## src/rtl/ctrl_pkg.sv

```systemverilog
// Shared encodings for the multi-cycle controller: FSM states, RV32I opcodes,
// ALU operation codes and datapath mux selects.
package ctrl_pkg;

    typedef enum logic [2:0] {
        StPrepare,
        StFetch,
        StLoadIr,
        StDecode,
        StExec,
        StMem,
        StWb,
        StHalt
    } state_e;

    typedef enum logic [2:0] {
        ClsR,
        ClsIAlu,
        ClsLoad,
        ClsStore,
        ClsBranch,
        ClsJal
    } instr_cls_e;

    localparam logic [6:0] OpcR      = 7'b0110011;
    localparam logic [6:0] OpcIAlu   = 7'b0010011;
    localparam logic [6:0] OpcLoad   = 7'b0000011;
    localparam logic [6:0] OpcStore  = 7'b0100011;
    localparam logic [6:0] OpcBranch = 7'b1100011;
    localparam logic [6:0] OpcJal    = 7'b1101111;

    localparam logic [6:0] Funct7Base = 7'b0000000;
    localparam logic [6:0] Funct7Alt  = 7'b0100000;

    localparam logic [3:0] AluAdd  = 4'd0;
    localparam logic [3:0] AluSub  = 4'd1;
    localparam logic [3:0] AluAnd  = 4'd2;
    localparam logic [3:0] AluOr   = 4'd3;
    localparam logic [3:0] AluXor  = 4'd4;
    localparam logic [3:0] AluSll  = 4'd5;
    localparam logic [3:0] AluSrl  = 4'd6;
    localparam logic [3:0] AluSra  = 4'd7;
    localparam logic [3:0] AluSlt  = 4'd8;
    localparam logic [3:0] AluSltu = 4'd9;

    localparam logic [1:0] Op2Rs2  = 2'd0;
    localparam logic [1:0] Op2ImmI = 2'd1;
    localparam logic [1:0] Op2ImmS = 2'd2;

    localparam logic [1:0] RegInAlu = 2'd0;
    localparam logic [1:0] RegInRam = 2'd1;
    localparam logic [1:0] RegInPc4 = 2'd2;

    // alt selects SUB/SRA over ADD/SRL (funct7 bit 5 / instr[30]).
    function automatic logic [3:0] alu_op_of(input logic [2:0] funct3, input logic alt);
        logic [3:0] op;
        case (funct3)
            3'b000:  op = alt ? AluSub : AluAdd;
            3'b001:  op = AluSll;
            3'b010:  op = AluSlt;
            3'b011:  op = AluSltu;
            3'b100:  op = AluXor;
            3'b101:  op = alt ? AluSra : AluSrl;
            3'b110:  op = AluOr;
            default: op = AluAnd;
        endcase
        return op;
    endfunction

endpackage

```

## src/rtl/ctrl_decode.sv

```systemverilog
// Combinational instruction decoder: classifies the IR, selects the ALU
// operation and operand-2 source, and flags unsupported encodings.
module ctrl_decode
    import ctrl_pkg::*;
(
    input  logic [6:0] opcode_i,
    input  logic [2:0] funct3_i,
    input  logic [6:0] funct7_i,
    output logic [3:0] alu_op_o,
    output logic [1:0] op2_dir_o,
    output logic [2:0] cls_o,
    output logic       illegal_o
);

    always_comb begin
        alu_op_o  = AluAdd;
        op2_dir_o = Op2Rs2;
        cls_o     = ClsR;
        illegal_o = 1'b0;

        case (opcode_i)
            OpcR: begin
                cls_o = ClsR;
                if (funct7_i == Funct7Base) begin
                    alu_op_o = alu_op_of(funct3_i, 1'b0);
                end else if (funct7_i == Funct7Alt &&
                             (funct3_i == 3'b000 || funct3_i == 3'b101)) begin
                    alu_op_o = alu_op_of(funct3_i, 1'b1);
                end else begin
                    illegal_o = 1'b1;
                end
            end
            OpcIAlu: begin
                cls_o     = ClsIAlu;
                op2_dir_o = Op2ImmI;
                // Only the shift-immediates constrain funct7; no SUBI exists.
                if (funct3_i == 3'b001) begin
                    alu_op_o  = AluSll;
                    illegal_o = (funct7_i != Funct7Base);
                end else if (funct3_i == 3'b101) begin
                    alu_op_o  = (funct7_i == Funct7Alt) ? AluSra : AluSrl;
                    illegal_o = (funct7_i != Funct7Base) && (funct7_i != Funct7Alt);
                end else begin
                    alu_op_o = alu_op_of(funct3_i, 1'b0);
                end
            end
            OpcLoad: begin
                cls_o     = ClsLoad;
                op2_dir_o = Op2ImmI;
                illegal_o = (funct3_i != 3'b010);
            end
            OpcStore: begin
                cls_o     = ClsStore;
                op2_dir_o = Op2ImmS;
                illegal_o = (funct3_i != 3'b010);
            end
            OpcBranch: begin
                cls_o     = ClsBranch;
                alu_op_o  = AluSub;
                illegal_o = (funct3_i != 3'b000) && (funct3_i != 3'b001);
            end
            OpcJal: begin
                cls_o = ClsJal;
            end
            default: begin
                illegal_o = 1'b1;
            end
        endcase
    end

endmodule

```

## src/rtl/mc_ctrl.sv

```systemverilog
// Multi-cycle control unit: FSM sequencing fetch/decode/execute/memory/write-back
// with RAM accesses stretched to MEM_LAT cycles by a wait counter.
module mc_ctrl
    import ctrl_pkg::*;
#(
    parameter int unsigned MEM_LAT  = 1,
    parameter int unsigned ALU_OP_W = 8
) (
    input  logic                clk,
    input  logic                rst,
    input  logic [31:0]         instr,
    input  logic                alu_zero,
    output logic                ram_cs,
    output logic                ram_we,
    output logic                ram_oe,
    output logic                ram_addr_dir,
    output logic                pc_en,
    output logic                pc_in_dir,
    output logic                pc_sign,
    output logic                ir_en,
    output logic                reg_en,
    output logic                reg_we,
    output logic [1:0]          reg_in_dir,
    output logic                alu_en,
    output logic [ALU_OP_W-1:0] alu_op,
    output logic [1:0]          op2_dir,
    output logic                halted
);

    localparam int unsigned CntW = $clog2(MEM_LAT + 1);
    localparam logic [CntW-1:0] CntLast = CntW'(MEM_LAT - 1);

    state_e          state_q, state_d;
    logic [CntW-1:0] cnt_q, cnt_d;
    logic            cnt_last;

    logic [3:0] dec_alu_op;
    logic [1:0] dec_op2_dir;
    logic [2:0] dec_cls;
    logic       dec_illegal;
    logic       take_pc;

    // Register fields are consumed by the datapath, not by the controller.
    logic unused_instr;
    assign unused_instr = ^{instr[24:15], instr[11:7]};

    ctrl_decode u_decode (
        .opcode_i  (instr[6:0]),
        .funct3_i  (instr[14:12]),
        .funct7_i  (instr[31:25]),
        .alu_op_o  (dec_alu_op),
        .op2_dir_o (dec_op2_dir),
        .cls_o     (dec_cls),
        .illegal_o (dec_illegal)
    );

    assign cnt_last = (cnt_q == CntLast);

    assign take_pc = (dec_cls == ClsJal) ||
                     ((dec_cls == ClsBranch) && (instr[12] ? !alu_zero : alu_zero));

    always_ff @(posedge clk or posedge rst) begin
        if (rst) begin
            state_q <= StPrepare;
            cnt_q   <= '0;
        end else begin
            state_q <= state_d;
            cnt_q   <= cnt_d;
        end
    end

    always_comb begin
        state_d = state_q;
        cnt_d   = cnt_q;
        case (state_q)
            StPrepare: begin
                state_d = StFetch;
                cnt_d   = '0;
            end
            StFetch: begin
                if (cnt_last) begin
                    state_d = StLoadIr;
                end else begin
                    cnt_d = cnt_q + CntW'(1);
                end
            end
            StLoadIr: state_d = StDecode;
            StDecode: state_d = dec_illegal ? StHalt : StExec;
            StExec: begin
                cnt_d = '0;
                if (dec_cls == ClsLoad || dec_cls == ClsStore) begin
                    state_d = StMem;
                end else if (dec_cls == ClsBranch) begin
                    state_d = StFetch;
                end else begin
                    state_d = StWb;
                end
            end
            StMem: begin
                if (cnt_last) begin
                    state_d = (dec_cls == ClsLoad) ? StWb : StFetch;
                    cnt_d   = '0;
                end else begin
                    cnt_d = cnt_q + CntW'(1);
                end
            end
            StWb: begin
                state_d = StFetch;
                cnt_d   = '0;
            end
            StHalt:  state_d = StHalt;
            default: state_d = StPrepare;
        endcase
    end

    // Gating on rst drops every strobe in the same cycle reset is raised.
    always_comb begin
        ram_cs       = 1'b0;
        ram_we       = 1'b0;
        ram_oe       = 1'b0;
        ram_addr_dir = 1'b0;
        pc_en        = 1'b0;
        pc_in_dir    = 1'b0;
        pc_sign      = 1'b0;
        ir_en        = 1'b0;
        reg_en       = 1'b0;
        reg_we       = 1'b0;
        reg_in_dir   = RegInAlu;
        alu_en       = 1'b0;
        alu_op       = '0;
        op2_dir      = Op2Rs2;
        halted       = 1'b0;
        if (!rst) begin
            case (state_q)
                StFetch: begin
                    ram_cs = 1'b1;
                    ram_oe = 1'b1;
                    pc_en  = cnt_last;
                end
                StLoadIr: ir_en = 1'b1;
                StExec: begin
                    alu_en  = 1'b1;
                    reg_en  = 1'b1;
                    alu_op  = ALU_OP_W'(dec_alu_op);
                    op2_dir = dec_op2_dir;
                    if (take_pc) begin
                        pc_en     = 1'b1;
                        pc_in_dir = 1'b1;
                        pc_sign   = instr[31];
                    end
                end
                StMem: begin
                    ram_cs       = 1'b1;
                    ram_addr_dir = 1'b1;
                    ram_oe       = (dec_cls == ClsLoad);
                    ram_we       = (dec_cls == ClsStore);
                end
                StWb: begin
                    reg_en = 1'b1;
                    reg_we = 1'b1;
                    if (dec_cls == ClsLoad) begin
                        reg_in_dir = RegInRam;
                    end else if (dec_cls == ClsJal) begin
                        reg_in_dir = RegInPc4;
                    end
                end
                StHalt:  halted = 1'b1;
                default: ;
            endcase
        end
    end

endmodule
```

## config.mk

```make
export PLATFORM = sky130hd
export DESIGN_NAME = mc_ctrl
export DESIGN_NICKNAME = d
export VERILOG_FILES = /design/src/rtl/ctrl_pkg.sv /design/src/rtl/ctrl_decode.sv /design/src/rtl/mc_ctrl.sv
export SDC_FILE = /design/constraint.sdc
export NUM_CORES = 1
export LEC_CHECK = 0
export BUFFER_PORTS_ARGS = -buffer_cell sky130_fd_sc_hd__buf_2
export CORE_UTILIZATION = 33
export CTS_CLUSTER_SIZE = 30
export DETAILED_ROUTE_END_ITERATION = 16
export MAX_ROUTING_LAYER = met4
export PLACE_DENSITY = 0.83
export SLEW_MARGIN = 40
export SYNTH_ARGS = -nofsm -noshare
export SYNTH_HDL_FRONTEND = slang
export SYNTH_SLANG_ARGS = --single-unit
```

## constraint.sdc

```tcl
create_clock -name clk -period 1.52 [get_ports clk]
set_input_delay 0.304 -clock clk [delete_from_list [all_inputs] [get_ports clk]]
set_output_delay 0.304 -clock clk [all_outputs]
set_load 0.02 [all_outputs]
```

Word level (Yosys, flattened, before mapping)
Cells that the tools add are included.
{"block": "word_totals", "romBits": 0, "elab_cells": 114, "latch_bits": 0, "ff_bits": 4, "memories": 0, "output_inout_bits": 24, "ram_bits": 0}
{"block": "op_classes", "add_sub_neg": 1, "bitwise": 1, "n_div": 0, "n_eq_ne": 29, "n_reduce_logical": 21, "n_lt_le_gt_ge": 0, "mul": 0, "shifts": 0, "mux": 60}
{"operator": "one-hot mux 4 bit (7 select lines)", "n": 2}
{"operator": "two-way mux 1 bit", "n": 31}
{"operator": "equality test 3 bit, second input constant", "n": 9}
{"operator": "two-way mux 4 bit", "n": 6}
{"operator": "equality test 7 x 6 -> 1 bit, second input constant", "n": 3}
{"operator": "one-hot mux 3 bit (7 select lines)", "n": 1}
{"operator": "one-hot mux 4 bit (5 select lines)", "n": 1}
{"operator": "equality test 3 x 2 -> 1 bit, second input constant", "n": 6}
{"operator": "two-way mux 3 bit", "n": 5}
{"operator": "one-hot mux 3 bit (5 select lines)", "n": 1}
{"operator": "equality test 7 bit, second input constant", "n": 2}
{"operator": "two-way mux 2 bit", "n": 7}
{"operator": "one-hot mux 4 bit (3 select lines)", "n": 1}
{"operator": "OR reduction 2 bit", "n": 5}
{"operator": "equality test 7 x 2 -> 1 bit, second input constant", "n": 1}
{"operator": "equality test 7 x 5 -> 1 bit, second input constant", "n": 1}
{"operator": "zero test 7 bit", "n": 1}
{"operator": "inequality test 7 x 6 -> 1 bit, second input constant", "n": 1}
{"operator": "nonzero test 7 bit", "n": 1}
{"operator": "equality test 3 x 1 -> 1 bit, second input constant", "n": 2}
{"operator": "zero test 3 bit", "n": 2}
{"operator": "one-hot mux 1 bit (2 select lines)", "n": 3}
{"operator": "one-hot mux 1 bit (5 select lines)", "n": 1}
{"operator": "logical AND 1 bit", "n": 4}
{"operator": "other kinds (12)", "n": 15}

Longest topological paths before layout
Gate-level depths: netlist of the first run.
{"block": "logic_depth", "word_depth": 8, "depth_mapped": 6, "ltp_nobuf": 5}

Cells and area by module
From an unflattened synthesis of the first run, not the netlist that was laid out.
{"block": "hier_totals", "cells_unflattened": 112, "area_unflattened_um2": 805.8}
{"mod": "mc_ctrl", "area_per_inst_um2": 450.4, "cells_each": 57, "instances": 1, "seq_area_each_um2": 75.1}
{"mod": "ctrl_decode", "area_per_inst_um2": 355.3, "cells_each": 55, "instances": 1, "seq_area_each_um2": 0.0}

Worst setup path after synthesis of the first run
No wires, ideal clock.
{"block": "synth_path", "kind": "input to output", "startpoint": "input instr[28]", "endpoint": "output alu_op[0]", "path_slack_ps": -597, "t_required_ps": 1216, "path_stages": 5, "t_arrival_ps": 1813, "cell_sequence": "nor4_1 -> nand2_1 -> o41ai_1 -> a21oi_1 -> a2111oi_1"}
{"block": "synth_via", "elab_chain_cells": 7}
{"item": "start, declared", "line": "mc_ctrl.sv:11", "source": "input logic [31:0] instr,"}
{"item": "equality test 7 x 6 -> 1 bit", "line": "ctrl_decode.sv:26, ctrl_decode.sv:41"}
{"item": "two-way mux 1 bit or logical AND 1 bit (tied branches)", "line": "ctrl_decode.sv:41, ctrl_decode.sv:26"}
{"item": "two-way mux 4 bit, on equally long branches", "line": "ctrl_decode.sv:40, ctrl_decode.sv:26"}
{"item": "two-way mux 4 bit, on equally long branches", "line": "ctrl_decode.sv:37, ctrl_decode.sv:24"}
{"item": "one-hot mux 4 bit (3 select lines) (*)", "line": "ctrl_decode.sv:21", "source": "case (opcode_i)"}
{"item": "two-way mux 4 bit (*)", "line": "mc_ctrl.sv:134", "source": "case (state_q)"}
{"item": "two-way mux 4 bit (*)", "line": "mc_ctrl.sv:133", "source": "if (!rst) begin"}
{"item": "end, declared", "line": "mc_ctrl.sv:25", "source": "output logic [ALU_OP_W-1:0] alu_op,"}
Mark *: on every way between the ends. The rest lies on a longest branch, timed or not.

Worst setup path after layout of the first run
Ends and elaborated chain as after synthesis.

==> results of run 1 <==
-- cells by family (layout without fill, tap and decap cells) --
| family | after synthesis | in the layout | synth area share |
|---|---|---|---|
| xor+xnor | 2 | 2 | 0.02698 |
| flops | 3 | 3 | 0.1156 |
| other cells | 1 | 4 | 0.005775 |
| simple gates | 48 | 48 | 0.4104 |
| mux | 2 | 2 | 0.03083 |
| compound gates | 26 | 26 | 0.2678 |
| buf+inv | 19 | 88 | 0.1426 |
-- cell type report --
type | instances | share of cell area
Timing Repair Buffer | 75 | 0.3960
Multi-Input combinational cell | 82 | 0.4920
Tap cell | 25 | 0.02000
Clock buffer | 4 | 0.01680
Inverter | 9 | 0.02640
Sequential cell | 3 | 0.04880
-- synthesized netlist by cell type (2+ instances only) --
cell type and instances:
buf_4 4, dfrtp_1 3, a31oi_1 2, nand3b_1 3
nand3_1 3, or4_4 2, nor3_1 3, buf_2 5
a21boi_0 2, nor2_1 11, nand2_1 10, nor2b_1 3
o21ai_0 8, mux2i_1 2, inv_1 9, a21oi_1 3
nand4_1 2, nand2b_1 3
-- worst max-delay path, delay by kind of cell --
family | cells | cell delay, ps
buffers and inverters | 2 | 290
AND/OR/NAND/NOR | 2 | 390
AO/OA/AOI/OAI | 3 | 640
-- path summary, 6_finish.rpt --
kind / start / end / slack (ps) / cells past startpoint
max: instr[28] / alu_op[0] / -410 / 7
max in group asynchronous: rst / state_q[0] / 1090 / 4
min: rst / state_q[1] / 320 / 4
min in group clk: instr[30] / state_q[1] / 590 / 4
max reg2reg: state_q[1] / state_q[0] / 70 / 5
min reg2reg: state_q[2] / state_q[2] / 730 / 2
-- power groups by stage --
| stage | Combinational, µW | Clock [µW] | Sequential, µW |
|---|---|---|---|
| floorplan | 508 | 0 | 149 |
| global placement | 715 | 0 | 141 |
| detailed placement | 740 | 0 | 145 |
| CTS | 978 | 162 | 152 |
| global route | 1170 | 173 | 164 |
| finish | 1120 | 162 | 161 |
-- timing repair --
action	in CTS	in global routing
endpoints found under the setup margin	21	21
setup buffers	7	3
gates resized for setup	63	19
pin swaps	9	5
-- through the flow --
stage / setup TNS (ps) / hold WS [ps]
2_1_floorplan: -617.1 / 74.39
3_3_place_gp: -3943 / 432.5
3_5_place_dp: -4402 / 443.4
4_1_cts: -3093 / 258.5
5_1_grt: -4135 / 326.4
6_report: -3381 / 322.1
-- cells in the final DEF (no fill, tap or decap), types with 2 or more instances in the layout --
cell and n:
o21ai_0 4, nand2_4 3, conb_1 4, or4_4 2, buf_6 25, buf_2 15, mux2i_1 2, o21ai_2 2
nor2_1 4, nor3_2 2, dfrtp_1 2, a31oi_1 2, nand3_4 2, nand2_1 5, clkbuf_4 4, nand4_1 2
nand3b_1 3, inv_2 3, inv_1 4, nor2b_1 2, nand2_2 2, nor2_4 7, a21boi_0 2, nand2b_1 2
buf_4 34
-- metal layers --
layer	part of all wire	up-vias	routed length [µm]
met5	0	-	0
met4	0.041	0	149
met3	0.054	17	194
met2	0.53	69	1923
met1	0.37	554	1345
li1	-	495	-
==> results.yml, run 1 <==
run:
  maxCapViolations: 0
layout:
  fillers: 93
  seqCellArea_um2: 76.32
  stdcell_count: 198
  largest_reg_flops: 3
  top_regs: "state_q: 3 flops"
  drive_above_1_share: 0.6936
  fin_nets: 209
  top_register: "state_q"
  final_util: 0.8772
  area_delta_synth_final_pct: 140.8
  postLayoutCellArea_um2: 1564
  diodes: 0
  multi_input_comb_area_um2: 769.5
global_route:
  antenna_found_initial: 0
  grt_use_total: 0.2877
  grt.overflow.total: 0
  grtUsageMet3: 0.05098
  grt_max_degree: 11
  grt_pass1_wl_um: 4278
  gr-usage-met1: 0.3061
  met2_usage: 0.5056
  top_usage_layer: "met2"
  first_global_vias: 979
die:
  fp-row-count: 15
  die_w_um: 46.36
  start_util: 0.3642
  dieArea_um2: 2149
  die_y_um: 46.36
  design.core.area_um2: 1783
  io_pins: 59
placement:
  dpl-instance-area_um2: 1165
  globalplace.congestion: 0.9078
  place_inst: 185
  dp_slack_ps: -464.3
  hpwl_um: 1902
  port_buffers: 39
sta:
  slew_violations: 0
  finalCritPeriodShare: 1.269
  rsz0062_at_grt: "true"
  period_needed_ps: 1928
  finalHoldViolCount: 0
  fmax_mhz: 518.6
  setup_slack_ps: -408.4
  fin_skew_ps: 4.155
  finalSetupViolCount: 17
clock_network:
  clk_latency_ps: 260
  cts_buffer_depth: 2
  numCtsBuffers: 3
  clk_root_buffer_cell: "clkbuf_4"
  ctsHtreeMaxLevel: 1
  holdBufCountCts: 0
  path_clk_slew_ps: 40
  cts_sinks: 3
  cts_tree: "done"
setup_path:
  crit_path_max_fanout: 3
  worst_path_largest_cell_delay_ps: 370
  worstPathArrival_ps: 1620
  critPathSlowestCell: "o41ai_4"
  worstSetupStartpointType: "input port"
  crit_type: "input port to primary output"
  endpoint_kind: "primary output"
  required_ps: 1220
  crit_chain: "buf_6 -> nor4_4 -> nand2_2 -> o41ai_4 -> a21oi_2 -> a2111oi_4 -> buf_4"
synthesis:
  async_reset_ff_frac: 1.000
  synth_ff_type: "dfrtp_1"
  synth_top_area_frac: 0.1156
  ys_types: 41
  synthTopCellsByArea: "dfrtp_1 12%, nor2_1 6.4%, o21ai_0 6.2%"
  yosysSeqAreaShare: 0.1156
  ys_seq_elements: 3
  synth_warnings: 0
  synth_top_cell_by_area: "dfrtp_1"
  postSynthAreaPerCell_um2: 6.429
  synthCells: 101
  synth_edf_count: 0
  syn_area_um2: 649.4
detailed_routing:
  drc_errors: 0
  vias: 1135
  dr.pass1.iters: 4
  wl_um: 3613
  antenna_left: 0
  routedWlPerCell_um: 18.25
  drt-initial-drc-count: 29
  viasPerCell: 5.732
power_and_ir_drop:
  power.total_uw: 1441
  clockPowerShare: 0.113
  vdd_drop_max_mv: 0.7492
  p_per_area_nw_per_um2: 921.4
  p_leak_uw: 0.0007390
  switching_share: 0.4823
  seq_power_share: 0.112
  p_int_uw: 746.1
  power.net_switching_uw: 695.0
  power_frac_comb: 0.775
hold_path:
  hold_path_class: "input port to async pin"
outcome:
  status: "finished, violations left"
  violations: "negative setup slack"
Note: power is estimated with default switching activity, not from simulation.
==> run 2: changes to the inputs <==
--- a/config.mk
+++ b/config.mk
@@ -6,7 +6,7 @@
 export NUM_CORES = 1
 export LEC_CHECK = 0
 export BUFFER_PORTS_ARGS = -buffer_cell sky130_fd_sc_hd__buf_2
-export CORE_UTILIZATION = 33
+export CORE_UTILIZATION = 36
 export CTS_CLUSTER_SIZE = 30
 export DETAILED_ROUTE_END_ITERATION = 16
 export MAX_ROUTING_LAYER = met4
@@ -14,4 +14,5 @@
 export SLEW_MARGIN = 40
 export SYNTH_ARGS = -nofsm -noshare
 export SYNTH_HDL_FRONTEND = slang
+export SYNTH_HIERARCHICAL = 1
 export SYNTH_SLANG_ARGS = --single-unit
==> constraint.sdc (replaced) <==
create_clock -name clk -period 1.52 [get_ports clk]
set_input_delay 0.304 -clock clk [delete_from_list [all_inputs] [get_ports clk]]
set_output_delay 0.304 -clock clk [all_outputs]
set_load 0.1 [all_outputs]
==> run 2 against run 1 <==
The run now fails in 5_1_grt. Area after synthesis is 24% higher. Synthesized cell count grew 11%.
==> results.yml, run 2 <==
outcome:
  status: "did not finish"
  stop_stage: "5_1_grt"
  stop_error: "[ERROR DPL-0038] Utilization greater than 100%, impossible to legalize"
clock_network:
  numCtsBuffers: 3
  cts_sinks: 3
  cts_buffer_depth: 2
  clk_root_buffer_cell: "clkbuf_4"
  ctsHtreeMaxLevel: 1
die:
  io_pins: 59
  die_w_um: 49.31
  start_util: 0.3946
  die_y_um: 49.31
  fp-row-count: 16
synthesis:
  async_reset_ff_frac: 1.000
  synthSimpleGateAreaFrac: 0.4969
  synth.most_common_cell: "nor2_1"
  ys_types: 49
  ys_seq_elements: 3
  synth_top_area_frac: 0.09317
  synthCells: 112
  synth_warnings: 6
  synth_compound_area_frac: 0.2593
  synthMuxAreaShare: 0
  synth_top_family_by_area: "simple AND/OR/NAND/NOR gates"
  synthAdderAreaFrac: 0
  syn_area_um2: 805.8
  synth.top_cells.by_count: "10 x nor2_1, 9 x inv_1, 6 x a21oi_1, 6 x buf_4, 6 x nand2_1"
  synth_edf_count: 0
  synthTopCellsByArea: "dfrtp_1 9.3%, buf_4 5.6%, and2_2 4.7%"
  synthXorXnorAreaFrac: 0.02174
  synth_ff_type: "dfrtp_1"
  postSynthAreaPerCell_um2: 7.194
  yosysSeqAreaShare: 0.09317
  synth_top_cell_by_area: "dfrtp_1"
placement:
  globalplace.congestion: 0.9270
  hpwl_um: 2565
  place_inst: 209
  dpl-instance-area_um2: 1685
  port_buffers: 39
global_route:
  grt_max_degree: 11
sta:
  grt_worst_setup_endpoint: "pc_en"
  worst-endpoint-pin-kind: "top-level output"
[run 2: changes by cell type after synthesis, sizes merged, moves of 3 or more]
cell | previous run | this run
a211o | 0 | 3
a21oi | 3 | 6
and2 | 1 | 7
and3 | 1 | 4
nand2 | 10 | 6
nor3 | 3 | 6
o21ai | 8 | 2
[run 2: per-stage QoR]
step	hold slack [ps]	setup slack [ps]
global placement	380.0	-606.0
floorplan	215.9	-1557
CTS	160.6	-593.2
detailed placement	394.9	-651.7
[run 2: logic make-up after synthesis]
group | after synthesis
compound gates | 27
xor+xnor | 2
buf+inv | 18
flops | 3
other cells | 1
simple gates | 61
[run 2: timing repair]
action                                  in CTS
gates resized for setup                     41
pin swaps                                   11
endpoints found under the setup margin      23
setup buffers                                9
hold buffers                                 0
==> run 3: changes to the inputs <==
--- a/config.mk
+++ b/config.mk
@@ -6,11 +6,10 @@
 export NUM_CORES = 1
 export LEC_CHECK = 0
 export BUFFER_PORTS_ARGS = -buffer_cell sky130_fd_sc_hd__buf_2
-export CORE_UTILIZATION = 36
-export CTS_CLUSTER_SIZE = 30
+export CORE_AREA = 2 2 63 65
 export DETAILED_ROUTE_END_ITERATION = 16
-export MAX_ROUTING_LAYER = met4
-export PLACE_DENSITY = 0.83
+export DIE_AREA = 0 0 65 67
+export PLACE_DENSITY_LB_ADDON = 0.15
 export SLEW_MARGIN = 40
 export SYNTH_ARGS = -nofsm -noshare
 export SYNTH_HDL_FRONTEND = slang
==> constraint.sdc (replaced) <==
create_clock -name clk -period 2 [get_ports clk]
set_input_delay 0.4 -clock clk [delete_from_list [all_inputs] [get_ports clk]]
set_output_delay 0.4 -clock clk [all_outputs]
set_load 0.1 [all_outputs]
==> run 3 against run 2 <==
The flow now finishes, with violations (negative setup slack). Synthesized cell count did not move. Area after synthesis stayed put.
==> results.yml, run 3 <==
clock_network:
  cts_sinks: 3
  clk_latency_ps: 210
  path_clk_slew_ps: 30
  clk_root_buffer_cell: "clkbuf_8"
  numCtsBuffers: 3
  holdBufCountCts: 0
  cts_tree: "done"
  cts_buffer_depth: 2
  ctsHtreeMaxLevel: 1
sta:
  slew_violations: 0
  rsz0062_at_grt: "true"
  fmax_mhz: 444.3
  fin_hold_ws_ps: 130.5
  setup_slack_ps: -250.6
  fin_skew_ps: 0.4478
  finalHoldViolCount: 0
  finalSetupViolCount: 11
  period_needed_ps: 2251
  finalCritPeriodShare: 1.125
setup_path:
  crit_path_max_fanout: 4
  critPathSlowestCell: "or3_4"
  endpoint_kind: "primary output"
  rrSetupSlack_ps: 700
  crit_type: "input port to primary output"
  crit_top_cell: "nand4_1"
  crit_chain: "buf_8 -> or3_4 -> nor4_2 -> nand4_1 -> nand4_1 -> and2_2 -> buf_12"
  required_ps: 1600
  worstSetupStartpointType: "input port"
  worstPathArrival_ps: 1850
  cp_top_family: "simple AND/OR/NAND/NOR gates"
  critPathBufInv: 2
  worst_path_largest_cell_delay_ps: 410
power_and_ir_drop:
  p_leak_uw: 0.0007818
  p_per_area_nw_per_um2: 606.2
  power.total_uw: 1120
  vdd_drop_max_mv: 0.4530
die:
  design.core.area_um2: 3606
  die_w_um: 65
  fp-row-count: 22
  start_util: 0.2235
  die_y_um: 67
  io_pins: 59
  dieArea_um2: 4355
synthesis:
  syn_area_um2: 805.8
  synthTopCellsByArea: "dfrtp_1 9.3%, buf_4 5.6%, and2_2 4.7%"
  synthCells: 112
  synth_edf_count: 0
  postSynthAreaPerCell_um2: 7.194
  synth.most_common_cell: "nor2_1"
  yosysSeqAreaShare: 0.09317
  ys_seq_elements: 3
  synth_top_cell_by_area: "dfrtp_1"
  ys_types: 49
  async_reset_ff_frac: 1.000
  synth_ff_type: "dfrtp_1"
  synth_warnings: 6
  synth.top_cells.by_count: "10 x nor2_1, 9 x inv_1, 6 x a21oi_1, 6 x buf_4, 6 x nand2_1"
  synth_top_area_frac: 0.09317
global_route:
  grt_use_total: 0.1412
  antenna_found_initial: 0
  grt_max_degree: 13
  first_global_vias: 1129
  grt.overflow.total: 0
  grt_pass1_wl_um: 4974
placement:
  globalplace.congestion: 0.8649
  hpwl_um: 2439
  port_buffers: 39
  dp_slack_ps: -384.0
detailed_routing:
  vias: 1092
  drt-initial-drc-count: 14
  routedWlPerCell_um: 12.36
  viasPerCell: 4.647
  drc_errors: 0
  wl_um: 2904
  dr.pass1.iters: 4
  antenna_left: 0
layout:
  drive_above_1_share: 0.6684
  top_register: "state_q"
  diodes: 0
  fin_nets: 223
  largest_reg_flops: 3
  multi_input_comb_area_um2: 809.5
  final_util: 0.5125
  fillers: 323
  seqCellArea_um2: 76.32
  final_cell_mix: "37 x buf_4, 20 x buf_12, 14 x buf_2"
  top_regs: "state_q: 3 flops"
  area_delta_synth_final_pct: 129.3
  final_common_cell: "buf_4"
outcome:
  status: "finished, violations left"
  violations: "negative setup slack"
hold_path:
  hold_path_class: "input port to async pin"
run:
  maxCapViolations: 0
run 3: cell counts after synthesis:
No cell type changed its count.
run 3: timing repair:
action / 4_1_cts / 5_1_grt
pin swaps: 10 / 4
endpoints found under the hold margin: 0 / 0
resized for setup: 27 / 6
buffers inserted: 5 / 0
setup endpoints to repair: 12 / 17
run 3: logic make-up after synthesis:
group	synth area share
xor+xnor	0.02174
buf+inv	0.1242
compound gates	0.2593
flops	0.09317
other cells	0.004654
simple gates	0.4969
run 3: final timing paths:
path,startpoint,cells after the start,end
max in group asynchronous,rst,2,state_q[2]
worst min-delay path,rst,2,state_q[1]
min in group clk,state_q[0],2,state_q[0]
worst max-delay path,instr[6],7,alu_op[0]
worst min register to register,state_q[0],2,state_q[0]
worst max register to register,state_q[1],3,state_q[0]
run 3: power by group:
part / switching, µW / internal (µW)
registers: 60.0 / 88.4
clock network: 36.8 / 136
logic: 501 / 299
total: 598 / 523
run 3: metal layers:
metal / global-route usage / share of wire / up-vias
met1: 0.1731 / 0.44 / 510
met2: 0.2629 / 0.52 / 25
met5: 0 / 0 / -
met4: 0.02660 / 0.0059 / 0
li1: - / - / 555
met3: 0.01858 / 0.040 / 2
run 3: stage by stage:
stage                     setup TNS (ps)  instances  area, µm²
after floorplan                   -13580        115      929.6
after global placement             -3564        226       1647
after detailed placement           -3863        226       1647
after CTS                          -2438        235       1833
after global routing               -2894        235       1848
final                              -2132        235       1848
run 3: final cells by class:
cell class,count,area share
repair buffers,77,0.4435
multi-input cells,94,0.4381
flip-flops and latches,3,0.04130
well taps,48,0.03250
clock buffers,4,0.02437
inverters,9,0.02031
==> run 4: changes to the inputs <==
==> constraint.sdc (replaced) <==
create_clock -name clk -period 2.25 [get_ports clk]
set_input_delay 0.45 -clock clk [delete_from_list [all_inputs] [get_ports clk]]
set_output_delay 0.45 -clock clk [all_outputs]
set_load 0.1 [all_outputs]
==> run 4 against run 3 <==
Cell count decreased by 1.7%. First-iteration DRC count increased by 43%. Global-route usage decreased by 0.48 points. Total power decreased by 13%. Critical endpoint is now ram_oe. Largest cell class is now multi-input combinational cells. The flow still finishes with violations (negative setup slack). Sequential cell count unchanged.
==> results.yml, run 4 (synthesis gave the netlist of run 3 again) <==
outcome:
  status: "finished, violations left"
  violations: "negative setup slack"
die:
  fp-row-count: 22
  io_pins: 59
  start_util: 0.2235
  dieArea_um2: 4355
  die_y_um: 67
  design.core.area_um2: 3606
  die_w_um: 65
power_and_ir_drop:
  p_leak_uw: 0.0007617
  vdd_drop_max_mv: 0.2690
  p_per_area_nw_per_um2: 526.6
sta:
  finalSetupViolCount: 11
  period_needed_ps: 2368
  fmax_mhz: 422.3
  finalCritPeriodShare: 1.052
  rsz0062_at_grt: "true"
  fin_skew_ps: 0.9880
  finalHoldViolCount: 0
  setup_tns_ps: -579.3
  setup_slack_ps: -118.1
  slew_violations: 0
layout:
  area_delta_synth_final_pct: 129.0
  largest_reg_flops: 3
  final_cell_mix: "31 x buf_4, 17 x buf_12, 16 x buf_2"
  drive_above_1_share: 0.6612
  postLayoutCellArea_um2: 1846
  fillers: 336
  top_register: "state_q"
  diodes: 0
  fin_nets: 219
  seqCellArea_um2: 75.07
  final_common_cell: "buf_4"
  top_regs: "state_q: 3 flops"
  multi_input_comb_area_um2: 869.6
setup_path:
  crit_type: "input port to primary output"
  critPathSlowestCell: "or3b_4"
  worst_path_largest_cell_delay_ps: 440
  cp_top_family: "simple AND/OR/NAND/NOR gates"
  worstSetupStartpointType: "input port"
  required_ps: 1800
  crit_chain: "buf_8 -> nor3_4 -> nand3_2 -> nor2_2 -> or3b_4 -> a211oi_4 -> buf_12"
  worstPathArrival_ps: 1920
  endpoint_kind: "primary output"
  crit_path_max_fanout: 4
  critPathBufInv: 2
clock_network:
  cts_buffer_depth: 2
  path_clk_slew_ps: 30
  ctsHtreeMaxLevel: 1
  clk_root_buffer_cell: "clkbuf_8"
  cts_tree: "done"
  numCtsBuffers: 3
  clk_latency_ps: 210
  holdBufCountCts: 0
  cts_sinks: 3
detailed_routing:
  vias: 1092
  viasPerCell: 4.727
  routedWlPerCell_um: 12.94
  antenna_left: 0
  dr.pass1.iters: 4
  drt-initial-drc-count: 20
  drc_errors: 0
  wl_um: 2988
global_route:
  first_global_vias: 1101
  grt_pass1_wl_um: 4754
  antenna_found_initial: 0
  grt_max_degree: 13
  grt.overflow.total: 0
  grt_use_total: 0.1364
run:
  maxCapViolations: 0
placement:
  port_buffers: 39
  globalplace.congestion: 0.8155
  hpwl_um: 2289
  dp_slack_ps: -194.9
  dpl-instance-area_um2: 1549
hold_path:
  hold_path_class: "input port to async pin"
run 4: area by class of cell:
class | count | share of cell area
clock buffers | 4 | 0.02441
inverters | 9 | 0.02034
multi-input cells | 94 | 0.4712
flip-flops and latches | 3 | 0.04068
well taps | 48 | 0.03254
repair buffers | 73 | 0.4108
run 4: path summary, 6_finish.rpt:
check,from,endpoint,slack (ps),cells past startpoint
worst min-delay path,rst,state_q[1],210,2
worst max-delay path,instr[6],ram_oe,-120,7
worst min register to register,state_q[1],state_q[2],740,2
worst max register to register,state_q[1],state_q[0],820,4
max in group asynchronous,rst,state_q[0],1920,2
min in group clk,state_q[1],state_q[2],740,2
run 4: through the flow:
step / util / cells / hold WS (ps) / total power (µW)
6_report: 0.5118 / 231 / 206.4 / 971.8
5_1_grt: 0.5118 / 231 / 227.3 / 1017
4_1_cts: 0.4958 / 229 / 208.2 / 971.9
3_5_place_dp: 0.4296 / 219 / 436.2 / 788.2
3_3_place_gp: 0.4296 / 219 / 428.9 / 777.8
2_1_floorplan: - / 115 / 359.0 / 594.2
run 4: timing repair:
| item | CTS | global route |
|---|---|---|
| setup endpoints to repair | 11 | 13 |
| setup buffers | 6 | 3 |
| pin swaps | 14 | 5 |
| gates resized for setup | 34 | 9 |
run 4: per-layer routing:
metal	wire length, µm	part of all wire	global-route usage	up-vias
met1	1265	0.42	0.1524	501
met4	14	0.0047	0.03457	0
met3	153	0.051	0.01182	2
met2	1554	0.52	0.2732	40
li1	-	-	-	549
met5	0	0	0	-
run 4: where the power goes:
group	internal [µW]	total, µW	switching [µW]
sequential	76.5	124	47.8
clock	121	157	36.1
combinational	245	690	446
total	442	972	530
